$ cat src/rtl/nibble_serial_addsub.sv
// Serial add/subtract sequencer: one 4-bit nibble per clock, LSB first, carry registered between nibbles.
// Optional build macro NIBBLE_SERIAL_ADDSUB_SAT_EN clamps a signed overflow to signed saturation.
module nibble_serial_addsub #(
    parameter int WIDTH = 16
) (
    input  logic             clk,
    input  logic             rst_n,
    input  logic             in_valid,
    output logic             in_ready,
    input  logic [WIDTH-1:0] in_a,
    input  logic [WIDTH-1:0] in_b,
    input  logic             in_sub,
    output logic             out_valid,
    input  logic             out_ready,
    output logic [WIDTH-1:0] out_res,
    output logic             out_cout,
    output logic             out_ovf,
    output logic             out_zero,
    output logic             busy
);
    // state | meaning
    // IDLE  | waiting for an operand request, in_ready high
    // RUN   | one nibble per edge through the slice, LSB first
    // DONE  | result presented, held until out_ready
    localparam int NSLICE = WIDTH / 4;
    localparam int CNT_W  = (NSLICE > 1) ? $clog2(NSLICE) : 1;
    localparam logic [CNT_W-1:0] LAST_CNT = CNT_W'(NSLICE - 1);

    localparam logic [1:0] IDLE = 2'd0;
    localparam logic [1:0] RUN  = 2'd1;
    localparam logic [1:0] DONE = 2'd2;

    generate
        if (WIDTH < 4 || (WIDTH % 4) != 0) begin : g_width_check
            $error("nibble_serial_addsub: WIDTH must be a multiple of 4 and at least 4");
        end
    endgenerate

    // 4-bit add/sub slice: {cout, sum} = a + (b ^ {4{sub}}) + cin
    function automatic logic [4:0] slice_add(input logic [3:0] a, input logic [3:0] b,
                                             input logic sub, input logic cin);
        slice_add = {1'b0, a} + {1'b0, b ^ {4{sub}}} + {4'b0000, cin};
    endfunction

    logic [1:0]       state;
    logic [CNT_W-1:0] cnt;
    logic             carry;
    logic             sub_reg;
    logic [WIDTH-1:0] a_reg;
    logic [WIDTH-1:0] b_reg;
    logic [WIDTH-1:0] res_reg;
    logic             cout_reg;
    logic             ovf_reg;
    logic             zero_reg;

    logic [3:0]       slice_sum;
    logic             slice_cout;
    logic             a_msb;
    logic             b_msb_eff;
    logic             final_ovf;
    logic [WIDTH-1:0] final_res;

    always_comb begin
        {slice_cout, slice_sum} = slice_add(a_reg[{cnt, 2'b00} +: 4], b_reg[{cnt, 2'b00} +: 4],
                                            sub_reg, carry);
    end

    assign a_msb     = a_reg[WIDTH-1];
    assign b_msb_eff = b_reg[WIDTH-1] ^ sub_reg;
    assign final_ovf = (a_msb == b_msb_eff) && (slice_sum[3] != a_msb);

    // Full result as it will stand once the top nibble lands this edge
    always_comb begin
        final_res              = res_reg;
        final_res[WIDTH-1 -: 4] = slice_sum;
`ifdef NIBBLE_SERIAL_ADDSUB_SAT_EN
        if (final_ovf) begin
            final_res = a_msb ? {1'b1, {(WIDTH-1){1'b0}}} : {1'b0, {(WIDTH-1){1'b1}}};
        end
`endif
    end

    always_ff @(posedge clk or negedge rst_n) begin
        if (!rst_n) begin
            state    <= IDLE;
            cnt      <= '0;
            carry    <= 1'b0;
            sub_reg  <= 1'b0;
            a_reg    <= '0;
            b_reg    <= '0;
            res_reg  <= '0;
            cout_reg <= 1'b0;
            ovf_reg  <= 1'b0;
            zero_reg <= 1'b0;
        end else begin
            case (state)
                IDLE: begin
                    if (in_valid) begin
                        a_reg   <= in_a;
                        b_reg   <= in_b;
                        sub_reg <= in_sub;
                        cnt     <= '0;
                        carry   <= in_sub;
                        state   <= RUN;
                    end
                end
                RUN: begin
                    carry <= slice_cout;
                    if (cnt == LAST_CNT) begin
                        res_reg  <= final_res;
                        cout_reg <= slice_cout;
                        ovf_reg  <= final_ovf;
                        zero_reg <= (final_res == '0);
                        cnt      <= '0;
                        state    <= DONE;
                    end else begin
                        res_reg[{cnt, 2'b00} +: 4] <= slice_sum;
                        cnt <= cnt + 1'b1;
                    end
                end
                DONE: begin
                    if (out_ready) state <= IDLE;
                end
                default: state <= IDLE;
            endcase
        end
    end

    assign in_ready  = (state == IDLE);
    assign busy      = (state != IDLE);
    assign out_valid = (state == DONE);
    assign out_res   = res_reg;
    assign out_cout  = cout_reg;
    assign out_ovf   = ovf_reg;
    assign out_zero  = zero_reg;
endmodule

$ cat config.mk
export PLATFORM = sky130hd
export DESIGN_NAME = nibble_serial_addsub
export DESIGN_NICKNAME = d
export VERILOG_FILES = /design/src/rtl/nibble_serial_addsub.sv
export SDC_FILE = /design/constraint.sdc
export NUM_CORES = 1
export LEC_CHECK = 0
export ABC_AREA = 1
export BUFFER_PORTS_ARGS = -buffer_cell sky130_fd_sc_hd__buf_4
export CORE_AREA = 2 2 85 87
export DETAILED_ROUTE_END_ITERATION = 10
export DIE_AREA = 0 0 87 89
export GPL_ROUTABILITY_DRIVEN = 0
export GPL_TIMING_DRIVEN = 1
export PLACE_DENSITY = 0.65
export SYNTH_ARGS = -nofsm -noshare
export SYNTH_HDL_FRONTEND = slang
export SYNTH_SLANG_ARGS = --single-unit
$ cat constraint.sdc
create_clock -name clk -period 3.6 [get_ports clk]
set_clock_uncertainty 0.1 [all_clocks]
set_input_delay 0.54 -clock clk [delete_from_list [all_inputs] [get_ports clk]]
set_output_delay 0.54 -clock clk [all_outputs]
set_load 0.02 [all_outputs]
=== Word level (Yosys, flattened, before mapping) ===
Cells that the tools add are included.

* Bits in registers: 57
* Input port bits: 37
* Output and inout port bits: 22
* Logic and storage cells: 51

* Add/subtract/negate cells: 4
* Eq/ne operators: 8
* Shift-type cells: 4
* Muxes and demuxes: 11
* Bitwise gates (word level): 3
* Reduce and logical (&&, ||, !) cells: 10

{| class="wikitable"
|+ Operators with widths
! operator !! number
|-
| 16-bit by 5-bit variable part select with 4-bit output || 2
|-
| 16-bit bitwise mux || 1
|-
| 16-bit zero test || 1
|-
| 16-bit two-way mux || 1
|-
| 4-bit by 6-bit variable shift with 16-bit output, first input constant || 1
|-
| 4-bit by 6-bit variable part select with 16-bit output || 1
|-
| 2-bit two-way mux || 5
|-
| 2-bit AND reduction || 4
|-
| 4-bit negator with 6-bit output || 1
|-
| 2-bit case mux with 3 select lines || 1
|-
| 4-bit by 4-bit adder with 5-bit output || 1
|-
| 5-bit by 1-bit adder with 5-bit output || 1
|-
| 2-bit == test, second input constant || 2
|-
| 2-bit inequality test, second input constant || 2
|-
| 2-bit case mux with 2 select lines || 1
|-
| 2-bit nonzero test || 2
|-
| 4-bit bitwise XOR || 1
|-
| 3-bit AND reduction || 1
|-
| 2-bit by 1-bit adder with 2-bit output, second input constant || 1
|-
| 2-bit by 1-bit == test with 1-bit output, second input constant || 1
|-
| 2-bit zero test || 1
|-
| 2-bit by 1-bit inequality test with 1-bit output, second input constant || 1
|-
| 1-bit case mux with 2 select lines || 1
|-
| 1-bit == test || 1
|-
| 5 further kinds || 5
|}

=== Logic depth before layout (Yosys ltp) ===
* Word-level depth: 7
* Depth in mapped cells: 16
* Mapped depth without buffers: 14

=== Worst setup path before layout ===
Ideal clock, no wire load.

* Kind: register to register
* Start point: register cnt[0]
* End point: register res_reg[6] (netlist: out_res[6])
* Setup time: 76 ps
* Data arrival time: 2,502 ps
* Required time: 3,424 ps
* Path slack: 922 ps
* Stages on the path, launching flop included: 12
* Path buffers: 3
* Cell sequence: dfrtp_1 -> buf_6 -> inv_2 -> buf_6 -> buf_6 -> nand2_1 -> a32o_1 -> fa_1 -> fa_1 -> xor2_1 -> or2_2 -> o21ai_1

* Longest elaborated chain between the ends: 6
* Elaborated cells between the ends (all ways): 12

{| class="wikitable"
|+ Ends and longest elaborated chain
! what !! line !! text
|-
| start: declaration || 46 || <nowiki>logic [CNT_W-1:0] cnt;</nowiki>
|-
| start signal: assignment || 118 || <nowiki>cnt <= cnt + 1'b1;</nowiki>
|-
| 16-bit by 5-bit variable part select with 4-bit output || 64 || <nowiki>{slice_cout, slice_sum} = slice_add(a_reg[{cnt, 2'b00} +: 4], b_reg[{cnt, 2'b00} +: 4],</nowiki>
|-
| 4-bit bitwise XOR || 42 || <nowiki>slice_add = {1'b0, a} + {1'b0, b ^ {4{sub}}} + {4'b0000, cin};</nowiki>
|-
| 4-bit by 4-bit adder with 5-bit output || 42 ||
|-
| 5-bit by 1-bit adder with 5-bit output || 42 ||
|-
| 4-bit by 6-bit variable part select with 16-bit output || 117 || <nowiki>res_reg[{cnt, 2'b00} +: 4] <= slice_sum;</nowiki>
|-
| 16-bit bitwise mux || 117 ||
|-
| end signal: assignment || 110 || <nowiki>res_reg <= final_res;</nowiki>
|-
| end signal: indexed assignment || 117 ||
|-
| end: declaration || 51 || <nowiki>logic [WIDTH-1:0] res_reg;</nowiki>
|}

Parallel ways exist; a longest one is shown, timed or not.
A chain may end at the register's enable or synchronous reset.

=== Worst setup path in the final report ===
* Start point: register cnt[1]
* End point: register res_reg[10] (netlist: out_res[10])

Same word-level chain as after synthesis.

==> results.txt <==
Mapped Nets: 396
WP data required: 3.77 ns
simple-gate share of the synthesized area: 0.286
fin util: 0.523
CTS tree: yes
post-synthesis sequential area ratio: 0.498
clk_lat worst skew: 0.33 ns
R2R setup slack: 0.80 ns
P&R area growth vs syn: 22.8%
DR pass1 iterations: 4
total power: 3.81 mW
flops & latches, synth: 57
Post-Synth Adder-Cell Area: 0.0533
vias in the first global route: 2423
overall die height: 89 um
hpwl dp: 4.66 mm
post-route ant nets: 0
main combinational cell family by area after synthesis: simple AND/OR/NAND/NOR gates
DR iter-0 viols: 109
GRT overflow: 0
# nets final: 456
worst hold path class: input pin to async pin
r2r startpoint: cnt[1]
post-synthesis compound-gate area fraction: 0.0856
Initial Utilization: 0.426
antenna cells: 0
Synth Instances: 348
leak pwr: 1.86 nW
placed cells: 477
Slew @ Worst Pin: 0.701 ns
post-CTS setup buffers: 0
setup TNS: 0 ns
vias: 2395
synthesis warning total: 0
CP max FO: 13
mux contribution to synthesized area: 0
PortBufs: 58
first-pass GRT wire length: 11.0 mm
Crit. End Element: flop
Clock transition at path regs: 0.07 ns
Die ar.: 7740 sq um
CTS buffer count: 9
Syn Area/Cell: 8.23 sq um
pre-CTS WS: 0.813 ns
total core area: 6720 sq um
power per standard cell area: 1080 nW/um^2
Post-Synth XOR/XNOR Area: 0.0179
drc violations: 0
setup violators final: 0
final cycle utilization of the critical path: 0.778
Synth cell types: 31
CP arrival: 2.97 ns
Longest Clk Path Bufs: 2
Max VDD drop: 0.325 mV
RSZ-0062 raised after global routing: false
Worst Reg2Reg Path Length in Cells: 8
H-Tree Depth: 3
fin cells: 492
Max Freq: 357 MHz
CTS Sinks: 57
wire length per cell: 12.8 um
Setup WS post-layout: 0.797 ns
row count: 30
drt via density: 4.87
worst r2r dst: out_res[10]
Top Ports: 59
fin crit period: 2.80 ns
Crit Path Category: flop to flop
largest net degree at the start of global routing: 58
post-synthesis cell area: 2870 sq um
GRT Total Usage: 0.183
CTS hold repair buffers: 0
share of cells above drive strength 1: 0.240
Startpoint Class: flop
final hold vios: 0
slew margin rel.: 0.533
Final Max Slew Viols: 0
max cap viols: 0
post-cts resize count: 0
status: complete, no violations
die width: 87 um
root buffer cell: clkbuf_8
initial antenna violation count: 0
WL final: 6.29 mm
-- cells in the final DEF, fill, tap and decap left out --
master	n
fa_1	2
nand2_2	3
nand3_2	2
o31ai_1	1
dfrtp_1	57
clkinv_2	4
xor2_2	1
or2_2	3
nand4_1	1
o22ai_1	3
nor2_4	2
nand3_1	14
xor2_1	4
a32o_1	1
o21ai_0	9
buf_4	60
clkbuf_8	12
inv_2	7
nand2_4	1
inv_1	16
nor2_2	2
o211ai_1	1
a21oi_1	7
o21ai_1	21
a32oi_2	1
ha_1	9
nand4_2	1
nand2_1	153
nor2_1	14
-- worst max-delay path by stage --
stage                start          end  slack [ns]  cells after the start
global placement    cnt[1]  out_res[10]        0.89                      8
CTS                 cnt[1]  out_res[10]        0.79                      8
detailed placement  cnt[1]  out_res[10]        0.81                      8
finish              cnt[1]  out_res[10]        0.80                      8
global route        cnt[1]     out_zero        0.52                     11
floorplan           cnt[0]   out_res[6]        0.92                     11
-- area by class of cell --
cell class              count  area, sq um
clock buffers              12          165
repair buffers             60          450
fillers                   669         3200
well taps                  80          100
clock inverters             3         15.0
inverters                  24         91.3
multi-input cells         256         1270
flip-flops and latches     57         1430
-- through the flow --
stage          hold WS [ns]  area (sq um)
5_1_grt               0.220          3520
2_1_floorplan         0.144          2870
6_report              0.155          3520
4_1_cts               0.177          3520
3_5_place_dp          0.369          3340
3_3_place_gp          0.368          3340
-- per-layer routing --
metal  share of wire  up-vias  track usage
met5               0        -            0
met4           0.021        0       0.0938
met3           0.044       12       0.0369
met2            0.47       66        0.298
met1            0.47     1096        0.233
li1                -     1221            -
-- synth_stat cells --
master | n | area share
a21oi_1 | 7 | 0.012
a32o_1 | 1 | 0.0035
a32oi_2 | 1 | 0.0057
buf_2 | 3 | 0.0052
buf_4 | 3 | 0.0079
buf_6 | 3 | 0.012
clkbuf_1 | 2 | 0.0026
clkinv_2 | 1 | 0.0017
dfrtp_1 | 57 | 0.50
fa_1 | 2 | 0.014
ha_1 | 9 | 0.039
inv_1 | 16 | 0.021
inv_2 | 7 | 0.0092
nand2_1 | 153 | 0.20
nand2_2 | 3 | 0.0066
nand2_4 | 1 | 0.0039
nand3_1 | 14 | 0.024
nand3_2 | 2 | 0.0070
nand4_1 | 1 | 0.0022
nand4_2 | 1 | 0.0044
nor2_1 | 14 | 0.018
nor2_2 | 2 | 0.0044
nor2_4 | 2 | 0.0079
o211ai_1 | 1 | 0.0026
o21ai_0 | 9 | 0.016
o21ai_1 | 21 | 0.037
o22ai_1 | 3 | 0.0066
o31ai_1 | 1 | 0.0026
or2_2 | 3 | 0.0066
xor2_1 | 4 | 0.012
xor2_2 | 1 | 0.0057
-- power breakdown --
group          internal [mW]  total (mW)  leakage (nW)  switching [mW]
registers              0.917        1.11         0.731           0.196
logic                  0.795        2.15          1.03            1.36
clock network          0.298       0.544        0.0980           0.245
total                   2.01        3.81          1.86            1.80
-- critical path, stage by stage, from the launching register on --
cell     delay, ns
dfrtp_1       0.50
inv_1         0.36
a21oi_1       0.09
a32o_1        0.23
fa_1          0.43
fa_1          0.41
xor2_1        0.19
or2_2         0.30
o21ai_1       0.13
-- logic make-up after synthesis --
kind of cell             Yosys count
AND/OR/NAND/NOR                  196
flip-flops                        57
AO/OA/AOI/OAI                     44
buffers and inverters             35
adder cells (fa/ha/maj)           11
XOR/XNOR                           5
No activity file was read; power rests on OpenSTA's default activity.
